$ cat config.mk
export PLATFORM = sky130hd
export DESIGN_NAME = input_vc_buffer
export DESIGN_NICKNAME = d
export VERILOG_FILES = /design/src/rtl/router_pkg.sv /design/src/rtl/vc_fifo.sv /design/src/rtl/input_vc_buffer.sv
export SDC_FILE = /design/constraint.sdc
export NUM_CORES = 1
export LEC_CHECK = 0
export BUFFER_PORTS_ARGS = -buffer_cell sky130_fd_sc_hd__buf_2
export CAP_MARGIN = 20
export CORE_ASPECT_RATIO = 1.4
export CORE_UTILIZATION = 64
export CTS_BUF_LIST = sky130_fd_sc_hd__clkbuf_8
export CTS_CLUSTER_SIZE = 28
export DETAILED_ROUTE_END_ITERATION = 6
export HOLD_SLACK_MARGIN = 0.15
export PLACE_DENSITY_LB_ADDON = 0.05
export SYNTH_ARGS = -nofsm -noshare
export SYNTH_HDL_FRONTEND = slang
export SYNTH_HIERARCHICAL = 1
export SYNTH_SLANG_ARGS = --single-unit
$ cat constraint.sdc
create_clock -name clk -period 3.79 [get_ports clk]
set_input_delay 0.1895 -clock clk [delete_from_list [all_inputs] [get_ports clk]]
set_output_delay 0.1895 -clock clk [all_outputs]
set_load 0.02 [all_outputs]
$ cat src/rtl/router_pkg.sv
// Shared flit encoding and route helpers for the router datapath.
// Imported by input_vc_buffer and vc_fifo.
package router_pkg;

  typedef enum logic [1:0] {
    FLIT_BODY     = 2'b00,
    FLIT_HEAD     = 2'b01,
    FLIT_TAIL     = 2'b10,
    FLIT_HEADTAIL = 2'b11
  } flit_type_e;

  typedef enum logic {
    VC_IDLE,
    VC_ACTIVE
  } vc_state_e;

  localparam int FLIT_TYPE_LSB = 0;
  localparam int FLIT_DST_LSB  = 2;
  localparam int FLIT_DST_W    = 3;
  localparam int PORT_SPAN     = 1 << FLIT_DST_W;

  function automatic logic [PORT_SPAN-1:0] onehot_port(
    input logic [FLIT_DST_W-1:0] idx
  );
    logic [PORT_SPAN-1:0] oh;
    oh      = '0;
    oh[idx] = 1'b1;
    return oh;
  endfunction

endpackage

$ cat src/rtl/vc_fifo.sv
// Single-VC flit FIFO: power-of-two depth, head exposed combinationally.
// Pointers wrap naturally; caller never pops when empty or overfills.
module vc_fifo
  import router_pkg::*;
#(
  parameter int DEPTH = 4,
  parameter int WIDTH = 32
) (
  input  logic                   clk,
  input  logic                   reset,
  input  logic                   wr_en,
  input  logic [WIDTH-1:0]       wr_data,
  input  logic                   rd_en,
  output logic [$clog2(DEPTH):0] count,
  output logic [WIDTH-1:0]       head
);

  localparam int AW = $clog2(DEPTH);

  logic [WIDTH-1:0] mem_q [DEPTH];
  logic [AW-1:0]    wptr_q, rptr_q;
  logic [AW:0]      count_q;

  always_ff @(posedge clk) begin
    if (wr_en) mem_q[wptr_q] <= wr_data;
  end

  always_ff @(posedge clk or negedge reset) begin
    if (!reset) begin
      wptr_q  <= '0;
      rptr_q  <= '0;
      count_q <= '0;
    end else begin
      if (wr_en) wptr_q <= wptr_q + 1'b1;
      if (rd_en) rptr_q <= rptr_q + 1'b1;
      unique case ({wr_en, rd_en})
        2'b10:   count_q <= count_q + 1'b1;
        2'b01:   count_q <= count_q - 1'b1;
        default: count_q <= count_q;
      endcase
    end
  end

  assign count = count_q;
  assign head  = mem_q[rptr_q];

endmodule

$ cat src/rtl/input_vc_buffer.sv
// Per-input-port VC storage with route latch, pop path and credit return.
// INPUT_VC_BUF_ERR_EN adds sticky err_flags and per-VC drop counters.
module input_vc_buffer
  import router_pkg::*;
#(
  parameter int NUM_PORTS  = 5,
  parameter int NUM_VC     = 4,
  parameter int BUF_DEPTH  = 4,
  parameter int FLIT_WIDTH = 32
) (
  input  logic                                clk,
  input  logic                                reset,
  input  logic                                in_valid,
  input  logic [$clog2(NUM_VC)-1:0]           in_vc,
  input  logic [FLIT_WIDTH-1:0]               in_flit,
  input  logic                                vc_read_valid,
  input  logic [$clog2(NUM_VC)-1:0]           vc_index,
  output logic [NUM_VC-1:0][NUM_PORTS-1:0]    dst_port,
  output logic [NUM_VC-1:0]                   vc_occupied,
  output logic                                out_valid,
  output logic [FLIT_WIDTH-1:0]               out_flit,
  output logic                                credit_valid,
  output logic [$clog2(NUM_VC)-1:0]           credit_vc
`ifdef INPUT_VC_BUF_ERR_EN
  ,
  output logic [2:0]                          err_flags
`endif
);

  localparam int VW = $clog2(NUM_VC);
  localparam int CW = $clog2(BUF_DEPTH) + 1;

  logic [NUM_VC-1:0][CW-1:0]         cnt;
  logic [NUM_VC-1:0][FLIT_WIDTH-1:0] head;
  logic [NUM_VC-1:0]                 wr, rd;
`ifdef INPUT_VC_BUF_ERR_EN
  logic [NUM_VC-1:0]                 proto;
`endif

  for (genvar v = 0; v < NUM_VC; v++) begin : g_vc
    vc_state_e             state_q, state_d;
    logic [NUM_PORTS-1:0]  route_q, route_d;
    logic [NUM_PORTS-1:0]  dst_q, dst_d;
    logic [CW-1:0]         cnt_d;
    flit_type_e            ty;
    logic [FLIT_DST_W-1:0] idx;
    logic                  is_hd, is_tl;

    assign rd[v] = vc_read_valid && (vc_index == VW'(v))
                && (cnt[v] != '0);
    // A full VC still accepts a write when it is popped in the same cycle.
    assign wr[v] = in_valid && (in_vc == VW'(v))
                && ((cnt[v] < CW'(BUF_DEPTH)) || rd[v]);

    vc_fifo #(
      .DEPTH (BUF_DEPTH),
      .WIDTH (FLIT_WIDTH)
    ) u_fifo (
      .clk     (clk),
      .reset   (reset),
      .wr_en   (wr[v]),
      .wr_data (in_flit),
      .rd_en   (rd[v]),
      .count   (cnt[v]),
      .head    (head[v])
    );

    assign ty    = flit_type_e'(head[v][FLIT_TYPE_LSB +: 2]);
    assign idx   = head[v][FLIT_DST_LSB +: FLIT_DST_W];
    assign is_hd = (ty == FLIT_HEAD) || (ty == FLIT_HEADTAIL);
    assign is_tl = (ty == FLIT_TAIL) || (ty == FLIT_HEADTAIL);

    always_comb begin
      state_d = state_q;
      route_d = route_q;
      if (state_q == VC_IDLE) begin
        if ((cnt[v] != '0) && is_hd) begin
          route_d = NUM_PORTS'(onehot_port(idx));
          state_d = (rd[v] && is_tl) ? VC_IDLE : VC_ACTIVE;
        end
      end else if (rd[v] && is_tl) begin
        state_d = VC_IDLE;
      end
      cnt_d = cnt[v] + CW'(wr[v]) - CW'(rd[v]);
      dst_d = ((state_d == VC_ACTIVE) && (cnt_d != '0))
            ? route_d : '0;
    end

    always_ff @(posedge clk or negedge reset) begin
      if (!reset) begin
        state_q <= VC_IDLE;
        route_q <= '0;
        dst_q   <= '0;
      end else begin
        state_q <= state_d;
        route_q <= route_d;
        dst_q   <= dst_d;
      end
    end

`ifdef INPUT_VC_BUF_ERR_EN
    assign proto[v] = (state_q == VC_IDLE) && (cnt[v] != '0)
                   && (!is_hd || (idx >= NUM_PORTS));
`endif

    assign dst_port[v]    = dst_q;
    assign vc_occupied[v] = (cnt[v] != '0);
  end

  logic                  pop_any;
  logic                  out_valid_q, credit_valid_q;
  logic [FLIT_WIDTH-1:0] out_flit_q;
  logic [VW-1:0]         credit_vc_q;

  assign pop_any = |rd;

  always_ff @(posedge clk or negedge reset) begin
    if (!reset) begin
      out_valid_q    <= 1'b0;
      credit_valid_q <= 1'b0;
      out_flit_q     <= '0;
      credit_vc_q    <= '0;
    end else begin
      out_valid_q    <= pop_any;
      credit_valid_q <= pop_any;
      if (pop_any) begin
        out_flit_q  <= head[vc_index];
        credit_vc_q <= vc_index;
      end
    end
  end

  assign out_valid    = out_valid_q;
  assign out_flit     = out_flit_q;
  assign credit_valid = credit_valid_q;
  assign credit_vc    = credit_vc_q;

`ifdef INPUT_VC_BUF_ERR_EN
  logic       ovf_ev, udf_ev;
  logic [2:0] err_q;
  logic [7:0] drop_cnt_q [NUM_VC];

  assign ovf_ev = in_valid && !(|wr);
  assign udf_ev = vc_read_valid && !pop_any;

  always_ff @(posedge clk or negedge reset) begin
    if (!reset) begin
      err_q <= '0;
      for (int i = 0; i < NUM_VC; i++) drop_cnt_q[i] <= '0;
    end else begin
      err_q <= err_q | {(|proto), udf_ev, ovf_ev};
      if (ovf_ev && (drop_cnt_q[in_vc] != 8'hFF))
        drop_cnt_q[in_vc] <= drop_cnt_q[in_vc] + 8'd1;
    end
  end

  assign err_flags = err_q;
`endif

endmodule

# After elaboration in Yosys (flattened, before gate mapping)
# Memory sizes are Yosys's and may differ from the RTL's.
# Cells that the tools add are included.
# word_totals
register_bits	107
ramBits	512
wordCells	199
n_memories	4
# mem_list
memory	words	width	read_ports	rd_clocked_by_memory_dff	write_ports	line	source
g_vc[0].u_fifo.mem_q	4	32	1	0	1	vc_fifo.sv:20	logic [WIDTH-1:0] mem_q [DEPTH];
g_vc[1].u_fifo.mem_q	4	32	1	0	1	vc_fifo.sv:20	
g_vc[2].u_fifo.mem_q	4	32	1	0	1	vc_fifo.sv:20	
g_vc[3].u_fifo.mem_q	4	32	1	0	1	vc_fifo.sv:20	
# op_classes
addsub	24
order_cmp	13
eq_ne	26
muxes	46
n_reduce_logical	59
# op_table
cell	n
binary-select mux 32 bit (select 2 bit)	1
2-to-1 mux 5 bit	12
equality test 2 bit, second input constant	16
logical AND 1 bit	32
2-to-1 mux 32 bit	1
2-to-1 mux 1 bit	24
case mux 3 bit (2 select lines)	4
nonzero test 3 bit	8
equality test 2 x 1 -> 1 bit, second input constant	10
adder 2 x 1 -> 2 bit, second input constant	8
< comparator 3 x 4 -> 1 bit, second input constant	4
adder 3 x 1 -> 3 bit	4
adder 3 x 1 -> 3 bit, second input constant	4
demux 1 bit (select 3 bit)	4
greater-or-equal comparator 3 x 1 -> 1 bit, second input constant	4
logical OR 1 bit	12
< comparator 3 bit, second input constant	4
subtractor 3 x 1 -> 3 bit	4
subtractor 3 x 1 -> 3 bit, second input constant	4
nonzero test 2 bit	4
zero test 2 bit	2
OR reduction 4 bit	1
< comparator 2 x 3 -> 1 bit, second input constant	1

# Depth between registers and ports, before layout
# Gate-level depths: netlist (run 1).
# logic_depth
ltp_word	10
ltp_mapped	12
mapped_depth_nobuf	11

# Modules after synthesis
# Netlist (run 1), hierarchy kept.
# modules_own_cells
mod	n_inst	cells_each	area_per_inst_um2	seq_area_each_um2
vc_fifo (g_vc[0].u_fifo ...)	2	202	5053.6	4018.9
vc_fifo (g_vc[1].u_fifo ...)	2	199	5043.6	4018.9
input_vc_buffer	1	298	4264.1	1976.9

# Least setup slack after synthesis (run 1)
# OpenSTA, ideal clock, no wires.
# synth_timing
path_kind	input to register
start	in vc_index[0]
end	reg g_vc[0].dst_q[0]
setup_time_ns	0.140
arrival_time_ns	3.012
t_required_ns	3.650
slack_ns	0.638
stages	12
path_buffers	2
path_cell_list	buf_2 > buf_1 > or3b_2 > a211o_1 > ha_1 > inv_1 > ha_1 > fa_1 > xnor2_1 > xnor2_1 > o31ai_1 > nor2b_1
# synth_via
elab_chain_len	10
elab_cells_between_ends	14
# synth_rtl
item	line	source
from (decl)	input_vc_buffer.sv:17	input logic [$clog2(NUM_VC)-1:0] vc_index,
zero test 2 bit (*)	input_vc_buffer.sv:49	assign rd[v] = vc_read_valid && (vc_index == VW'(v))
logical AND 1 bit (*)	input_vc_buffer.sv:49	
logical AND 1 bit (*)	input_vc_buffer.sv:50	&& (cnt[v] != '0);
logical OR 1 bit	input_vc_buffer.sv:53	&& ((cnt[v] < CW'(BUF_DEPTH)) || rd[v]);
logical AND 1 bit	input_vc_buffer.sv:53	
adder 3 x 1 -> 3 bit	input_vc_buffer.sv:84	cnt_d = cnt[v] + CW'(wr[v]) - CW'(rd[v]);
subtractor 3 x 1 -> 3 bit	input_vc_buffer.sv:84	
nonzero test 3 bit	input_vc_buffer.sv:85	dst_d = ((state_d == VC_ACTIVE) && (cnt_d != '0))
logical AND 1 bit (*)	input_vc_buffer.sv:85	
2-to-1 mux 5 bit (*)	input_vc_buffer.sv:86	? route_d : '0;
via g_vc[0].dst_d[0]	input_vc_buffer.sv:43	logic [NUM_PORTS-1:0] dst_q, dst_d;
to (signal assigned)	input_vc_buffer.sv:97	dst_q <= dst_d;
to (decl)	input_vc_buffer.sv:43	
# Mark *: on every way through the listed nets, which the timed path passes. The rest lies on a longest branch.
# A chain may end at the register's enable or synchronous reset.

# Worst setup path after layout (run 1)
# layout_timing
start	reg g_vc[0].u_fifo.count_q[0]
end	reg g_vc[0].dst_q[1]
# layout_via
elab_chain_len	9
elab_cells_between_ends	17
# layout_rtl
item	line	source
from (decl)	vc_fifo.sv:22	logic [AW:0] count_q;
from (signal assigned)	vc_fifo.sv:37	2'b10: count_q <= count_q + 1'b1;
from (signal assigned)	vc_fifo.sv:38	2'b01: count_q <= count_q - 1'b1;
from (signal assigned)	vc_fifo.sv:39	default: count_q <= count_q;
nonzero test 3 bit (*)	input_vc_buffer.sv:50	
logical AND 1 bit (*)	input_vc_buffer.sv:50	
via rd[0]	input_vc_buffer.sv:35	logic [NUM_VC-1:0] wr, rd;
logical OR 1 bit	input_vc_buffer.sv:53	
logical AND 1 bit	input_vc_buffer.sv:53	
adder 3 x 1 -> 3 bit	input_vc_buffer.sv:84	
subtractor 3 x 1 -> 3 bit	input_vc_buffer.sv:84	
nonzero test 3 bit	input_vc_buffer.sv:85	
logical AND 1 bit (*)	input_vc_buffer.sv:85	
2-to-1 mux 5 bit (*)	input_vc_buffer.sv:86	
via g_vc[0].dst_d[1]	input_vc_buffer.sv:43	
# Marks and branches as above.

==> run metrics, run 1 <==
crit path kind=reg2reg; post-route ant nets=0; P&R area growth vs syn=13.0%; Final Skew=0.0345 ns; vias in the first global route=12100; row count=84; status=complete, no violations; DRC Markers=0; initial antenna violation count=0; grt total ovfl=0; GPL Wtd Cong=0.791; clock-pin slew on the worst setup and hold paths=0.06 ns; endpoints failing hold=0; first-pass GRT wire length=73700 µm; Post-synth EDFFs=512; Slew @ Worst Pin=0.901 ns; Slew HR=39.9%; register bit count reported by yosys=619; nets=1404; min Tclk post-route=2.92 ns; CORE AREA=0.0376 mm²; prevailing post-synth register cell=edfxtp_1; worst skew pair latency=0.65 ns; max cap viols=0; Iter 0 DRT Violations=1075; async set or reset register ratio after synthesis=17.3%; IO buf count=99; Overall Global Routing Usage=26.9%; largest net degree at the start of global routing=108; I/O pin total=100; Final Max Tran Viols=0; share of layout cells above drive strength 1=32.5%; reg2reg start=g_vc[0].u_fifo/count[0]; met3 GRT Util=3.98%; post-CTS sizing=0; Achievable Freq=342 MHz; number of CTS-inserted buffers=88; initial core utilization=65.0%; Worst setup SP type=flip-flop; Pwr Density=686 mW/mm²; DR WL/cell=26.6 µm; worst min path class=in2async; RSZ-0062 raised after global routing=false; CTS Sinks=619; sequential share of the synthesized area=73.8%; Post-Syn Instances=1100; CTS tree=built; Synth area leader=edfxtp_1; Critical Path Fanout Max=5; top cells by area, synth=edfxtp_1 (63%), mux4_2 (13%), dfrtp_1 (11%), mux4_1 (1.7%), ha_1 (1.4%); Tcrit/Tclk final=77.0%; post-route worst setup slack=0.870 ns; Cell variety after synth=38; Static Leak=0.0100 µW; vias per cell=6.18; worst endpoint data arrival time=3.44 ns; Root Buffer=clkbuf_8; met2 global-route usage=45.7%; met1 Resource Use GR=36.0%; Worst VDD drop=0.498 mV; Chip Width=167 µm; crit end category=flip-flop; die area=0.0390 mm²; post-synth top area share=62.9%; pre-CTS setup slack=0.765 ns; # setup viols final=0; commonest cells in the synthesized netlist=edfxtp_1 (512), mux4_2 (144), dfrtp_1 (107); Initial DRT Pass Iterations=5; Die Y=233 µm; vias post-DR=11600; Setup TNS=0 ns; H-tree depth=3; CP required=4.31 ns; cell with the most instances after synthesis=edfxtp_1; post-DP HPWL=29200 µm; CP Launch Point=g_vc[0].u_fifo/count[0]; Antenna diodes=0; Max Root-Sink Buffers=3; total wire length=50000 µm; Most Crowded Layer GR=met2; synthesized area per cell=22.2 µm²; Synth Cell Area=0.0245 mm²; syn_nets=1176; Yosys Warn Count=6
==> cell families (layout without fill, tap and decap cells) <==
kind of cell,count (synthesis),in the layout,synth area share (%)
flip-flops,619,619,73.8
AO/OA/AOI/OAI,19,19,0.578
AND/OR/NAND/NOR,94,94,2.42
buffers and inverters,83,385,2.37
adder cells (fa/ha/maj),36,36,2.09
multiplexers,217,217,17.6
XOR/XNOR,32,32,1.15
==> routing by layer <==
metal | up-vias | share of wire, %
met4 | 0 | 2.2
met2 | 431 | 51
met3 | 95 | 5.9
met5 | - | 0
li1 | 4940 | -
met1 | 6127 | 40
==> final timing paths <==
path / to / slack [ns] / cells after the start
setup / recovery: g_vc[0].dst_q[1] / 0.87 / 11
hold / removal: g_vc[3].dst_q[1] / 0.20 / 3
setup reg to reg: g_vc[0].dst_q[1] / 0.87 / 11
hold reg to reg: out_flit[7] / 0.48 / 1
max in group asynchronous: g_vc[2].u_fifo/rptr_q[1] / 3.03 / 3
min in group clk: out_flit[1] / 0.29 / 4
==> through the flow <==
step	cell area, µm²	instances	utilization (%)	total power, µW	hold slack, ns
floorplan	24500	1100	-	12800	-0.106
global placement	25600	1671	68.0	14100	0.331
detailed placement	25600	1671	68.0	14200	0.335
CTS	27600	1875	73.5	19200	0.187
global route	27600	1875	73.5	19800	0.224
finish	27600	1875	73.5	19000	0.195
==> where the power goes <==
group / total, µW / internal, µW / switching [µW]
sequential: 8990 / 8200 / 790
combinational: 5090 / 2590 / 2500
clock: 4890 / 2490 / 2390
total: 19000 / 13300 / 5690
==> registers in the layout, indices dropped and copies added (netlist names), 4 cells and up <==
name / count
g_vc.dst_q: 20
g_vc.route_q: 20
g_vc.state_q: 4
g_vc.u_fifo/count: 12
g_vc.u_fifo/mem_q: 512
g_vc.u_fifo/rptr_q: 8
g_vc.u_fifo/wptr_q: 8
out_flit: 32
==> area by class of cell <==
type	count	area, µm²
flip-flops and latches	619	18100
fillers	2177	9980
multi-input cells	398	5850
clock buffers	104	1430
repair buffers	182	1320
well taps	473	592
clock inverters	60	245
inverters	39	146
==> what timing repair did <==
action / CTS / global route
buffers inserted: 0 / 0
hold endpoints to repair: 631 / 0
hold buffers: 40 / 0
==> critical path, stage by stage (launching register included) <==
cell     delay (ns)
dfrtp_1        0.43
or3_1          0.44
and2_1         0.28
ha_1           0.33
inv_1          0.04
ha_1           0.19
fa_1           0.38
xnor2_1        0.21
xnor2_1        0.09
o31ai_1        0.19
buf_4          0.18
nor2b_1        0.05
==> cell usage in the layout, fill, tap and decap left out, types with 27 or more instances in the layout <==
| cell | n |
|---|---|
| ha_1 | 28 |
| edfxtp_1 | 512 |
| buf_4 | 36 |
| dlygate4sd3_1 | 40 |
| mux2_2 | 27 |
| mux4_2 | 144 |
| dfrtp_1 | 99 |
| mux2_1 | 28 |
| inv_1 | 80 |
| clkbuf_8 | 104 |
| buf_2 | 98 |
Power figures use the tool's default switching activity.
==> run 2, diff against run 1 <==
Settings changed: CORE_UTILIZATION 64 to 58.
Clock period 3.79 ns to 2.4 ns, I/O delays scaled along.
==> run metrics, run 2 (same netlist as run 1, synthesis figures left out) <==
Max Root-Sink Buffers=3 (unchanged); row count=88 (+4.8%); CP Launch Point=g_vc[2].u_fifo/count[2]; Setup TNS=-2.08 ns (-2.08 ns); first-pass GRT wire length=78600 µm (+6.6%); Critical Path Fanout Max=5 (unchanged); Reg-to-Reg End=g_vc[2].dst_q[1]; CTS Sinks=619 (unchanged); placed cell count=1794 (+7.4%); post-route ant nets=0 (unchanged); Initial DRT Pass Iterations=5 (unchanged); # setup viols final=20 (+20); initial core utilization=59.1% (-5.9 points); post-DP HPWL=31000 µm (+6.1%); Slew @ Worst Pin=0.798 ns (-0.104 ns); worst endpoint data arrival time=3.06 ns (-0.38 ns); grt total ovfl=0 (unchanged); initial antenna violation count=1 (+1); Fillers=2696 (+24%); crit end category=flip-flop; RSZ-0062 raised after global routing=true; Root Buffer=clkbuf_8; Layout Utilization=69.3% (-4.2 points); Largest register FFs=512 (unchanged); Static Leak=0.0104 µW (+3.9%); crit path kind=reg2reg; Reg area=0.0181 mm² (about the same); status=finished, violations left; largest net degree at the start of global routing=52 (-52%); Tcrit/Tclk final=105% (+28 points); setup slack, reg-to-reg=-0.12 ns (-0.99 ns); DR WL/cell=26.2 µm (-1.8%); Chip Width=176 µm (+5.0%); cells on worst reg2reg path=11 (unchanged); Final Max Tran Viols=0 (unchanged); CTS tree=built; P&R area growth vs syn=17.2%; Slew HR=46.8% (+6.9 points); CP required=2.94 ns (-1.37 ns); vias in the first global route=12500 (+2.9%); Worst VDD drop=0.601 mV (+21%); Worst Hold End=g_vc[3].state_q; reg2reg start=g_vc[2].u_fifo/count[2]; Total Power=31000 µW (+63%); die area=0.0430 mm² (+10%); Final Skew=0.0276 ns (-0.00690 ns); vias per cell=5.90 (-4.6%); I/O pin total=100 (unchanged); Worst setup SP type=flip-flop; worst min path class=in2reg; post-route worst setup slack=-0.121 ns (-0.992 ns); share of layout cells above drive strength 1=37.1% (+4.7 points); clock-pin slew on the worst setup and hold paths=0.06 ns (about the same); commonest cells after routing, fill and taps aside=edfxtp_1 (512), mux4_2 (144), dfrtp_1 (99); H-tree depth=3 (unchanged); number of CTS-inserted buffers=89 (+1.1%); nets=1465 (+4.3%); IO buf count=99 (unchanged); footprint of the multi-input gates=0.00604 mm² (+3.4%); max cap viols=0 (unchanged); vias post-DR=11800 (+1.9%); Pwr Density=1080 mW/mm² (+57%); endpoints failing hold=0 (unchanged); hold path start=vc_index[1]; total wire length=52400 µm (+5.0%); Iter 0 DRT Violations=926 (-14%); worst skew pair latency=0.65 ns (about the same); Achievable Freq=397 MHz (+16%); Non-Filler Instances=2004 (+6.9%); Die Y=245 µm (+5.0%); CORE AREA=0.0414 mm² (+10%); DRC Markers=0 (unchanged); Top reg by flops=g_vc.u_fifo/mem_q; Hold Path Cell Cnt=5; min Tclk post-route=2.52 ns (-0.398 ns); failing checks=setup timing; most common cell after layout, fill and taps aside=edfxtp_1; Overall Global Routing Usage=25.8% (-1.1 points); GPL Wtd Cong=0.786 (-0.59%)
[run 2: where the power goes]
| group | internal [µW] | switching, µW |
|---|---|---|
| logic | 4920 | 4820 |
| registers | 13000 | 702 |
| clock network | 3740 | 3830 |
[run 2: worst max-delay path by stage]
stage	end	cells after the start	slack [ns]
finish	g_vc[2].dst_q[1]	11	-0.12
global route	g_vc[1].dst_q[1]	11	-0.22
CTS	g_vc[3].dst_q[2]	11	-0.14
detailed placement	g_vc[3].dst_q[2]	14	-0.26
global placement	g_vc[0].dst_q[2]	12	-0.20
floorplan	g_vc[2].dst_q[0]	10	-0.26
[run 2: worst max-delay path: stages, from the launching register on]
cell and delay [ns]:
dfrtp_1 0.37, or3_4 0.38, and2_4 0.16, ha_4 0.25, inv_2 0.03, ha_4 0.14
fa_2 0.33, xor2_1 0.18, xnor2_1 0.14, o31ai_2 0.18, buf_4 0.19, nor2b_1 0.05
[run 2: final cells by class]
| class | instances | share of cell area (%) |
|---|---|---|
| clock buffers | 94 | 4.51 |
| inverters | 39 | 0.511 |
| flip-flops and latches | 619 | 63.0 |
| well taps | 540 | 2.36 |
| multi-input cells | 398 | 21.1 |
| diodes | 1 | 0.00873 |
| clock inverters | 71 | 1.11 |
| repair buffers | 242 | 7.42 |
[run 2: per-layer routing]
layer	track usage [%]	part of all wire, %
met4	8.29	2.0
met3	3.78	5.3
met1	34.0	40
met2	44.5	53
met5	0	0
[run 2: metrics by stage]
step,setup WS [ns],cell area (µm²),hold slack (ns)
after CTS,-0.139,28700,0.165
after global routing,-0.219,28700,0.219
final,-0.121,28700,0.202
after global placement,-0.195,26500,0.235
after floorplan,-0.263,24600,-0.176
after detailed placement,-0.257,26500,0.234
[run 2: repair_timing]
item	4_1_cts	5_1_grt
gates resized for setup	9	3
endpoints found under the hold margin	625	0
pin swaps	19	3
cloned	0	0
hold buffers	40	0
setup endpoints to repair	24	21
setup buffers	3	1
==> run 3, diff against run 2 <==
Settings changed: PLACE_DENSITY set to 0.79, PLACE_DENSITY_LB_ADDON 0.05 to unset.
==> run metrics, run 3 (same netlist as run 1, synthesis figures left out) <==
status=finished, violations left; failing checks=setup timing; Fillers=2444 (-9.3%); min Tclk post-route=2.56 ns (+0.0377 ns); Initial DRT Pass Iterations=7 (+2); Final Skew=0.0294 ns (+0.00189 ns); vias in the first global route=12700 (+2.3%); I/O pin total=100 (unchanged); Non-Filler Instances=2008 (+0.20%); Tcrit/Tclk final=107% (+1.6 points); nets=1467 (+0.14%); H-tree depth=3 (unchanged); DR WL/cell=25.6 µm (-2.0%); Chip Width=176 µm (unchanged); internal power=22100 µW (+2.5%); row count=88 (unchanged); CP most frequent cell=ha_4; GPL Wtd Cong=0.808 (+2.8%); CORE AREA=0.0414 mm² (unchanged); slowest stage delay, CP=0.39 ns (about the same); share of layout cells above drive strength 1=37.4% (+0.31 points); Iter 0 DRT Violations=910 (-1.7%); crit path cell chain=or3_4, and2_4, ha_4, inv_2, ha_4, fa_2, xnor2_2, xnor2_1, o31ai_2, buf_4, nor2b_1; Root Buffer=clkbuf_8; Static Leak=0.0104 µW (+0.44%); post-DP HPWL=30600 µm (-1.4%); clock share of power=25.8% (+1.4 points); RSZ-0062 raised after global routing=true; worst skew pair latency=0.65 ns (about the same); Pwr Density=1090 mW/mm² (+1.2%); initial core utilization=59.1% (unchanged); Final Max Tran Viols=0 (unchanged); crit end category=flip-flop; Overall Global Routing Usage=24.9% (-0.90 points); number of CTS-inserted buffers=88 (-1.1%); CTS Sinks=619 (unchanged); largest net degree at the start of global routing=69 (+33%); Max Root-Sink Buffers=3 (unchanged); Total Power=31500 µW (+1.8%); Die Y=245 µm (unchanged); Worst setup SP type=flip-flop; IO buf count=99 (unchanged); vias per cell=5.91 (+0.20%); grt total ovfl=0 (unchanged); most common cell after layout, fill and taps aside=edfxtp_1; commonest cells after routing, fill and taps aside=edfxtp_1 (512), mux4_2 (144), dfrtp_1 (99); endpoints failing hold=0 (unchanged); Worst VDD drop=0.529 mV (-12%); Largest register FFs=512 (unchanged); clock-pin slew on the worst setup and hold paths=0.06 ns (about the same); placed cell count=1792 (-0.11%); Achievable Freq=391 MHz (-1.5%); worst endpoint data arrival time=3.09 ns (+0.03 ns); # setup viols final=20 (unchanged); crit path kind=reg2reg; total wire length=51500 µm (-1.8%); CP max stage cell=or3_4; Switch Pwr=9380 µW (+0.20%); initial antenna violation count=1 (unchanged); Layout Utilization=69.6% (+0.37 points); Flop pwr share=43.2% (-0.9 points); Top reg by flops=g_vc.u_fifo/mem_q; vias post-DR=11900 (+0.40%); CTS tree=built; Slew HR=42.4% (-4.4 points); delay-heaviest family, CP=adder cells; WHS=0.202 ns (+0.000267 ns); worst min path class=in2reg; post-route ant nets=0 (unchanged); die area=0.0430 mm² (unchanged); DRC Markers=0 (unchanged); first-pass GRT wire length=76500 µm (-2.7%); max cap viols=0 (unchanged); P&R area growth vs syn=17.9%; Slew @ Worst Pin=0.861 ns (+0.0633 ns); CP required=2.93 ns (about the same); Logic pwr share=30.9% (-0.6 points); Net Sw Frac=29.7% (-0.47 points); Critical Path Fanout Max=5 (unchanged); CP bufs+invs=2 (unchanged); post-route worst setup slack=-0.159 ns (-0.0377 ns)
==> run 3: cell count changes in the layout (fill, tap and decap cells not counted), sizes merged <==
cell and delta:
inv -11, clkinv +3, clkinvlp +1, buf -1, dlygate4sd3 +3, bufinv +4, clkbuf +5
==> run 3: area by class of cell <==
| class | count | area (µm²) | area share (%) |
|---|---|---|---|
| antenna | 1 | 2.50 | 0.00868 |
| clock buffer | 98 | 1350 | 4.68 |
| clock inverter | 68 | 412 | 1.43 |
| inverter | 39 | 146 | 0.508 |
| multi-input combinational | 398 | 6030 | 20.9 |
| sequential | 619 | 18100 | 62.7 |
| tap | 540 | 676 | 2.34 |
| timing repair buffer | 245 | 2150 | 7.44 |
==> run 3: worst paths after layout <==
check | start | endpoint | cells past startpoint | slack, ns
setup / recovery | g_vc[0].u_fifo/count[2] | g_vc[0].dst_q[0] | 11 | -0.16
hold / removal | in_vc[1] | g_vc[1].u_fifo/count[0] | 7 | 0.20
setup reg to reg | g_vc[0].u_fifo/count[2] | g_vc[0].dst_q[0] | 11 | -0.16
hold reg to reg | out_flit[30] | out_flit[30] | 1 | 0.49
max in group asynchronous | reset | out_flit[10] | 4 | 0.59
min in group asynchronous | reset | g_vc[2].route_q[1] | 4 | 0.60
==> run 3: timing repair <==
item,in CTS,in global routing
gates resized for setup,7,1
setup buffers,3,3
pin swaps,21,3
endpoints found under the setup margin,20,36
endpoints found under the hold margin,625,0
hold buffers,42,0
cloned,0,1
==> run 3: power groups by stage <==
stage          Clock (µW)  Combinational [µW]  Sequential (µW)
3_5_place_dp            0                9620            13800
4_1_cts              8290                9820            13600
6_report             8140                9750            13600
2_1_floorplan           0                6150            14200
3_3_place_gp            0                9350            13800
5_1_grt              8720               10400            13700
==> run 3: worst register-to-register path: cells and delay by family, from the launching register on <==
family          cells  cell delay, ns
xor+xnor            2            0.29
flops               1            0.38
simple gates        3            0.60
compound gates      1            0.20
buf+inv             2            0.23
fa+ha+maj           3            0.76
==> run 3: routing by layer <==
layer,wire length [µm],vias up,GRT usage [%]
li1,-,5067,-
met1,19300,6220,31.2
met2,27700,483,43.6
met3,3220,92,3.64
met4,1290,0,10.1
met5,0,-,0
==> run 3: through the flow <==
step	instance area [µm²]	setup slack, ns	setup TNS [ns]
2_1_floorplan	24600	-0.263	-4.85
3_3_place_gp	26500	-0.181	-2.47
3_5_place_dp	26500	-0.294	-3.94
4_1_cts	28800	-0.165	-2.56
5_1_grt	28800	-0.224	-3.50
6_report	28800	-0.159	-2.28
